[config.mk]
export PLATFORM = sky130hd
export DESIGN_NAME = score_display_flat
export DESIGN_NICKNAME = d
export VERILOG_FILES = /design/src/rtl/score_display_if.sv /design/src/rtl/score_display.sv /design/src/flat_wrapper.sv
export SDC_FILE = /design/constraint.sdc
export NUM_CORES = 1
export LEC_CHECK = 0
export BUFFER_PORTS_ARGS = -buffer_cell sky130_fd_sc_hd__buf_2
export CAP_MARGIN = 20
export CORE_ASPECT_RATIO = 0.8
export CORE_MARGIN = 8
export CORE_UTILIZATION = 56
export CTS_BUF_LIST = sky130_fd_sc_hd__clkbuf_4
export CTS_CLUSTER_SIZE = 40
export DETAILED_ROUTE_END_ITERATION = 7
export PLACE_DENSITY = 0.79
export SYNTH_ARGS = -nofsm -noshare
export SYNTH_HDL_FRONTEND = slang
export SYNTH_SLANG_ARGS = --single-unit
[constraint.sdc]
create_clock -name clk -period 2.2 [get_ports clk]
set_clock_uncertainty 0.1 [all_clocks]
set_input_delay 0.11 -clock clk [delete_from_list [all_inputs] [get_ports clk]]
set_output_delay 0.11 -clock clk [all_outputs]
set_load 0.05 [all_outputs]
[src/rtl/score_display_if.sv]
// rtl/score_display_if.sv - score/BCD handshake bundle between score source and score_display
interface score_display_if;
   logic [11:0] score;
   logic        busy;
   logic        done;
   logic [15:0] bcd;

   modport master (output score, input busy, input done, input bcd);
   modport slave  (input score, output busy, output done, output bcd);
endinterface

[src/rtl/score_display.sv]
// rtl/score_display.sv - binary score to BCD conversion and 4-digit multiplexed seven-segment drive
module score_display #(
   parameter int REFRESH_DIV = 50000
) (
   input  logic            clk,
   input  logic            rst_n,
   score_display_if.slave  bus,
   output logic [6:0]      seg,
   output logic [3:0]      an
);

   localparam logic [1:0] IDLE  = 2'd0;
   localparam logic [1:0] SHIFT = 2'd1;
   localparam logic [1:0] DONE  = 2'd2;

   localparam int             RW   = $clog2(REFRESH_DIV);
   localparam logic [RW-1:0]  RMAX = RW'(REFRESH_DIV - 1);

   logic [1:0]    state;
   logic [11:0]   bin;
   logic [11:0]   cap;
   logic [11:0]   shown;
   logic [15:0]   acc;
   logic [15:0]   corr;
   logic [3:0]    cnt;
   logic [15:0]   bcd_r;
   logic          done_r;
   logic          busy_r;
   logic [RW-1:0] rcnt;
   logic [1:0]    sel;
   logic [3:0]    nib;
   logic          blank;

   // Add-3 correction of every BCD nibble that would overflow past 9 after doubling
   always_comb begin
      corr = acc;
      for (int i = 0; i < 4; i++) begin
         if (acc[4*i +: 4] >= 4'd5) begin
            corr[4*i +: 4] = acc[4*i +: 4] + 4'd3;
         end
      end
   end

   // Conversion FSM: capture a changed score, run 12 double-dabble steps, publish the digits
   always_ff @(posedge clk or negedge rst_n) begin
      if (!rst_n) begin
         state  <= IDLE;
         bin    <= '0;
         cap    <= '0;
         shown  <= '0;
         acc    <= '0;
         cnt    <= '0;
         bcd_r  <= '0;
         done_r <= 1'b0;
         busy_r <= 1'b0;
      end else begin
         done_r <= 1'b0;
         case (state)
            IDLE: begin
               if (bus.score != shown) begin
                  bin    <= bus.score;
                  cap    <= bus.score;
                  acc    <= '0;
                  cnt    <= '0;
                  state  <= SHIFT;
                  busy_r <= 1'b1;
               end
            end
            SHIFT: begin
               // The top accumulator bit can never be set for a 12-bit input, so dropping it is safe
               {acc, bin} <= {corr, bin} << 1;
               cnt        <= cnt + 4'd1;
               if (cnt == 4'd11) begin
                  state <= DONE;
               end
            end
            DONE: begin
               bcd_r  <= acc;
               shown  <= cap;
               done_r <= 1'b1;
               state  <= IDLE;
               busy_r <= 1'b0;
            end
            default: begin
               state  <= IDLE;
               busy_r <= 1'b0;
            end
         endcase
      end
   end

   // Refresh timer: hold each digit for REFRESH_DIV cycles, then move to the next one
   always_ff @(posedge clk or negedge rst_n) begin
      if (!rst_n) begin
         rcnt <= '0;
         sel  <= 2'd0;
      end else if (rcnt == RMAX) begin
         rcnt <= '0;
         sel  <= sel + 2'd1;
      end else begin
         rcnt <= rcnt + 1'b1;
      end
   end

   assign nib   = bcd_r[4*sel +: 4];
   // A digit is blank when it and every more significant digit are zero; units always shows
   assign blank = (sel != 2'd0) && ((bcd_r >> {sel, 2'b00}) == 16'h0000);
   assign an    = ~(4'b0001 << sel);

   // Active-low segment decode {g,f,e,d,c,b,a} of the selected digit
   always_comb begin
      seg = 7'b1111111;
      if (!blank) begin
         case (nib)
            4'd0:    seg = 7'b1000000;
            4'd1:    seg = 7'b1111001;
            4'd2:    seg = 7'b0100100;
            4'd3:    seg = 7'b0110000;
            4'd4:    seg = 7'b0011001;
            4'd5:    seg = 7'b0010010;
            4'd6:    seg = 7'b0000010;
            4'd7:    seg = 7'b1111000;
            4'd8:    seg = 7'b0000000;
            4'd9:    seg = 7'b0010000;
            default: seg = 7'b1111111;
         endcase
      end
   end

   assign bus.bcd  = bcd_r;
   assign bus.done = done_r;
   assign bus.busy = busy_r;

endmodule

[src/flat_wrapper.sv]
// flat-port wrapper written by rule: the top's interface ports become plain ports
module score_display_flat 
#(
   parameter int REFRESH_DIV = 50000
)
  (clk, rst_n, seg, an, bus_score, bus_busy, bus_done, bus_bcd);
  score_display_if bus_i ();
  input  logic clk;
  input  logic rst_n;
  output logic [6:0] seg;
  output logic [3:0] an;
  input wire logic [$bits(bus_i.score)-1:0] bus_score;
  output wire logic [$bits(bus_i.busy)-1:0] bus_busy;
  output wire logic [$bits(bus_i.done)-1:0] bus_done;
  output wire logic [$bits(bus_i.bcd)-1:0] bus_bcd;
  assign bus_i.score = bus_score;
  assign bus_busy = bus_i.busy;
  assign bus_done = bus_i.done;
  assign bus_bcd = bus_i.bcd;
  score_display #(.REFRESH_DIV(REFRESH_DIV)) u_core (.clk(clk), .rst_n(rst_n), .bus(bus_i), .seg(seg), .an(an));
endmodule
Word-level counts from Yosys, hierarchy flattened
Memory sizes are Yosys's and may differ from the RTL's.
Index checks and enable logic that the tools add are counted.
W data, S select, Z words.

word-level totals
  bits in read-only memories = 112
  memory bits (writable) = 0
  register bits = 94
  memories = 1
  bits in latches = 0
  bits of input ports = 14
  output and inout bits = 29

memories
  memory            depth  width  rd ports  clocked after memory_dff  wr ports  RTL line              text
  (name not given)  16     7      1         0                         0         score_display.sv:114  case (nib)

operators by class
  equality and inequality tests = 7
  div/mod/pow operators = 0
  $lt $le $gt $ge = 4
  reductions and logical operators = 9
  $mul = 0
  bitwise gates (word level) = 2
  shift operators = 3
  muxes and demuxes = 18
  add/subtract/negate cells = 7

operator list
  operator                 number
  $mux W16                 2
  $pmux W16 S2             1
  $pmux W12 S2             1
  $add A16 B1 Y16 const B  1
  $eq A16 B16 Y1 const B   1
  $ge A4 B3 Y1 const B     4
  $logic_not A16 Y1        1
  $mux W4                  4
  $shiftx A16 B5 Y4        1
  $shr A16 B4 Y16          1
  $add A4 B2 Y4 const B    3
  $mux W12                 1
  $ne A12 B12 Y1           1
  $pmux W4 S2              1
  $reduce_and A2 Y1        4
  $mux W7                  1
  $add A4 B1 Y4 const B    1
  $eq A4 B4 Y1 const B     1
  $mux W2                  2
  $ne A2 B1 Y1 const B     2
  $not A4 Y4               1
  $pmux W2 S2              1
  $reduce_bool A2 Y1       2
  $shl A1 B2 Y4 const A    1
  other kinds (10)         11

Depth between registers and ports, before layout
  depth in word-level cells = 4
  gate-level depth with buffers = 8
  gate-level depth less buffers = 7

Least setup slack after synthesis
No wires, ideal clock.

  kind = reg2out
  start = reg u_core.bcd_r[13], in the netlist u_core.bus.bcd[13]
  end = out seg[3]
  arrival time = 2745 ps
  data required time = 1990 ps
  path slack = -755 ps
  cell stages (with the launch flop) = 7
  cells stage by stage = dfrtp_1 > mux4_2 > inv_1 > ha_1 > a21oi_1 > nor2_1 > o21ai_0

between the ends
  word-level cells in the longest chain between the ends = 4

ends and longest elaborated chain
  what                                                                    RTL line              text
  start, declared                                                         score_display.sv:26   logic [15:0] bcd_r;
  start signal, assigned                                                  score_display.sv:53   bcd_r <= '0;
  start signal, assigned                                                  score_display.sv:78   bcd_r <= acc;
  parallel branches: the longest is 3 deep, another holds $mem_v2 Z16 W7  n/a
  $mux W7 (*)                                                             score_display.sv:113  if (!blank) begin
  end, declared                                                           flat_wrapper.sv:10    output logic [6:0] seg;

Every way passes the cells marked *.

Worst setup path after layout
  start = reg u_core.sel[0]
  end = out seg[5]

between the ends
  word-level cells in the longest chain between the ends = 4

ends and longest elaborated chain
  what                                                                    RTL line              text
  start, declared                                                         score_display.sv:30   logic [1:0] sel;
  start signal, assigned                                                  score_display.sv:99   sel <= sel + 2'd1;
  parallel branches: the longest is 3 deep, another holds $mem_v2 Z16 W7  n/a
  $mux W7 (*)                                                             score_display.sv:113

Marks and branches as above.

==> flow_metrics.env <==
export IMPL_outcome="finished, violations left"
export IMPL_failed_checks="negative setup slack"
export IMPL_die_h_um=97.9
export IMPL_synthesis_area_sq_mm=0.00470
export IMPL_cpPeakStageDelay_ns=0.51
export IMPL_wl_met2_mm=5.56
export IMPL_rsz0062_at_grt="yes"
export IMPL_first_iter_violations=289
export IMPL_synth_area_leader_cell="dfrtp_1"
export IMPL_min_path_type="in -> async"
export IMPL_grt_max_degree=53
export IMPL_yosys_top_cells_count="94 x dfrtp_1, 41 x mux2_2, 31 x a22o_1"
export IMPL_fmax_mhz=331
export IMPL_grt_pass1_vias=3874
export IMPL_end_kind="output pin"
export IMPL_cp_max_fo=7
export IMPL_setup_worst_path_start="u_core.sel[0]$_DFFE_PN0N_"
export IMPL_synth_edf_count=0
export IMPL_crit_slowest_cell="mux4_2"
export IMPL_antenna_found_initial=0
export IMPL_fill_cells=586
export IMPL_final_util=0.695
export IMPL_syn_num_nets=442
export IMPL_synth_area_top_cells="dfrtp_1 50%, mux2_2 9.8%, a22o_1 5.8%, ha_1 5.1%, xor2_1 4.1%"
export IMPL_antenna_cells=0
export IMPL_wl_per_cell_um=17.7
export IMPL_area_delta_synth_final_pct=23.2
export IMPL_grt_ovfl_total=0
export IMPL_met3_length_um=575
export IMPL_regToRegStartpoint="u_core.shown[5]$_DFFE_PN0P_"
export IMPL_drv_cap=0
export IMPL_synth_most_common_cell="dfrtp_1"
export IMPL_antenna_left=0
export IMPL_hpwl_mm=7.30
export IMPL_m1WireLength_mm=4.50
export IMPL_die_w_um=118
export IMPL_cpMostUsedCell="inv_2"
export IMPL_ys_flop_type="dfrtp_1"
export IMPL_crit_required_ns=1.99
export IMPL_drive_gt1_frac=0.333
export IMPL_synth_seq_area_share=0.500
export IMPL_hold_viol=0
export IMPL_rows=30
export IMPL_cts_max_path_buffers=2
export IMPL_insertion_delay_ns=0.45
export IMPL_cts_tree="yes"
export IMPL_synth_avg_cell_area_sq_um=11.5
export IMPL_htreeDepth=3
export IMPL_dieArea_sq_mm=0.0116
export IMPL_vdd_drop_max_mv=1.14
export IMPL_setup_slack_ns=-0.822
export IMPL_clock_sinks=94
export IMPL_buffer_ports_inserted=42
export IMPL_crit_chain="buf_4, mux4_2, inv_2, ha_4, inv_2, or4_4, a211o_4, o21ai_4, buf_6"
export IMPL_syn_inst=409
export IMPL_pin_count=43
export IMPL_top_layer_used="met4"
export IMPL_async_flop_share=1.00
export IMPL_place_ws_ns=-0.382
export IMPL_nets=530
export IMPL_period_share=1.37
export IMPL_wl_mm=10.9
export IMPL_numCtsBuffers=9
export IMPL_root_buffer="clkbuf_4"
export IMPL_cp_arrival_ns=2.81
export IMPL_leakagePower_uw=0.00273
export IMPL_globalplace_congestion=0.867
export IMPL_synth_top_area_share=0.500
export IMPL_p_per_area_mw_per_mm2=1430
export IMPL_grt_pass1_wl_mm=18.6
export IMPL_grtUsageTotal=0.196
export IMPL_vias=3527
export IMPL_criticalPathCategory="reg -> out"
export IMPL_slew_limit_headroom=0.430
export IMPL_start_util=0.564
export IMPL_drc_errors=0
export IMPL_via_per_inst=5.74
export IMPL_ys_warn_count=0
export IMPL_coreArea_sq_mm=0.00833
export IMPL_period_needed_ns=3.02
export IMPL_critPathLaunchType="register"
export IMPL_whs_ns=0.0884
export IMPL_reg2reg_depth=6
export IMPL_finalMaxSlewViolations=0
export IMPL_setup_viol=7
export IMPL_firstDrtPassIters=4
export IMPL_synth_seq_cells=94
export IMPL_worstMarginPinSlew_ns=0.852
export IMPL_synth_cell_types=33
export IMPL_path_clk_slew_ns=0.15
critical path, delay by kind of cell (launching register included):
family                     cells  cell delay, ns
adders and majority gates      1            0.13
buffers and inverters          4            0.42
and+or+nand+nor                1            0.41
muxes                          1            0.51
AOI/OAI and AO/OA              2            0.47
DFF                            1            0.41
power breakdown:
group	leakage, uW	switching (uW)	internal (uW)
Combinational	0.00146	2420	1910
Clock	0.0000860	589	464
Sequential	0.00117	570	2340
Total	0.00273	3580	4720
logic make-up (layout without fill, tap and decap cells):
group                      Yosys count  in the layout  share of synthesized area
AOI/OAI and AO/OA                   81             81                      0.124
xor gates and xnor gates            33             33                     0.0615
adders and majority gates           19             19                     0.0506
buffers and inverters               38            129                     0.0343
DFF                                 94             94                      0.500
muxes                               46             46                      0.120
and+or+nand+nor                     98            100                      0.110
what timing repair did:
action / CTS / global route
gates resized for setup: 19 / 4
endpoints found under the hold margin: 66 / 0
hold buffers: 13 / 0
setup endpoints to repair: 31 / 28
pin swaps: 2 / 4
cloned: 2 / 0
setup buffers: 5 / 3
flip-flops by register name (all words and copies together) (netlist names):
register,cells
u_core.acc,16
u_core.bus.done,1
u_core.rcnt,16
u_core.shown,12
u_core.bus.bcd,16
u_core.cap,12
u_core.cnt,4
u_core.sel,2
u_core.bin,12
u_core.bus.busy,1
u_core.state,2
metal layers:
metal	track usage	up-vias
li1	-	1642
met1	0.235	1780
met2	0.329	85
met3	0.0565	20
met4	0.0766	0
met5	0	-
final timing paths:
check / end / slack (ns)
max: seg[5] / -0.82
min in group clk: u_core.bin[8]$_DFFE_PN0P_ / 0.34
max in group asynchronous: u_core.rcnt[10]$_DFF_PN0_ / 1.27
min reg2reg: u_core.rcnt[0]$_DFF_PN0_ / 0.39
max reg2reg: u_core.bin[2]$_DFFE_PN0P_ / 0.16
min: u_core.acc[10]$_DFFE_PN0P_ / 0.09
layout make-up:
| type | count | area [sq um] | share of cell area |
|---|---|---|---|
| clock inverter | 7 | 93.8 | 0.0162 |
| multi-input combinational | 279 | 2340 | 0.403 |
| clock buffer | 9 | 67.6 | 0.0117 |
| tap | 112 | 140 | 0.0242 |
| inverter | 20 | 75.1 | 0.0130 |
| sequential | 94 | 2360 | 0.408 |
| timing repair buffer | 93 | 717 | 0.124 |
metrics by stage:
| step | instances | TNS (ns) | instance area (sq um) | total power (uW) |
|---|---|---|---|---|
| CTS | 611 | -5.69 | 5740 | 8190 |
| floorplan | 409 | -1.98 | 4800 | 5740 |
| global placement | 575 | -4.09 | 5330 | 6610 |
| detailed placement | 575 | -5.40 | 5330 | 6840 |
| finish | 614 | -5.70 | 5790 | 8300 |
| global route | 614 | -6.44 | 5790 | 8800 |
cells in the final DEF, fill, tap and decap left out, types with 14 or more instances in the layout:
| master | instances |
|---|---|
| nor2_1 | 25 |
| nand2_1 | 20 |
| inv_1 | 17 |
| xor2_1 | 22 |
| mux2_2 | 41 |
| o21ai_0 | 14 |
| buf_2 | 34 |
| dfrtp_1 | 86 |
| ha_1 | 17 |
| a22o_1 | 31 |
| buf_4 | 36 |
Power figures use the tool's default switching activity.
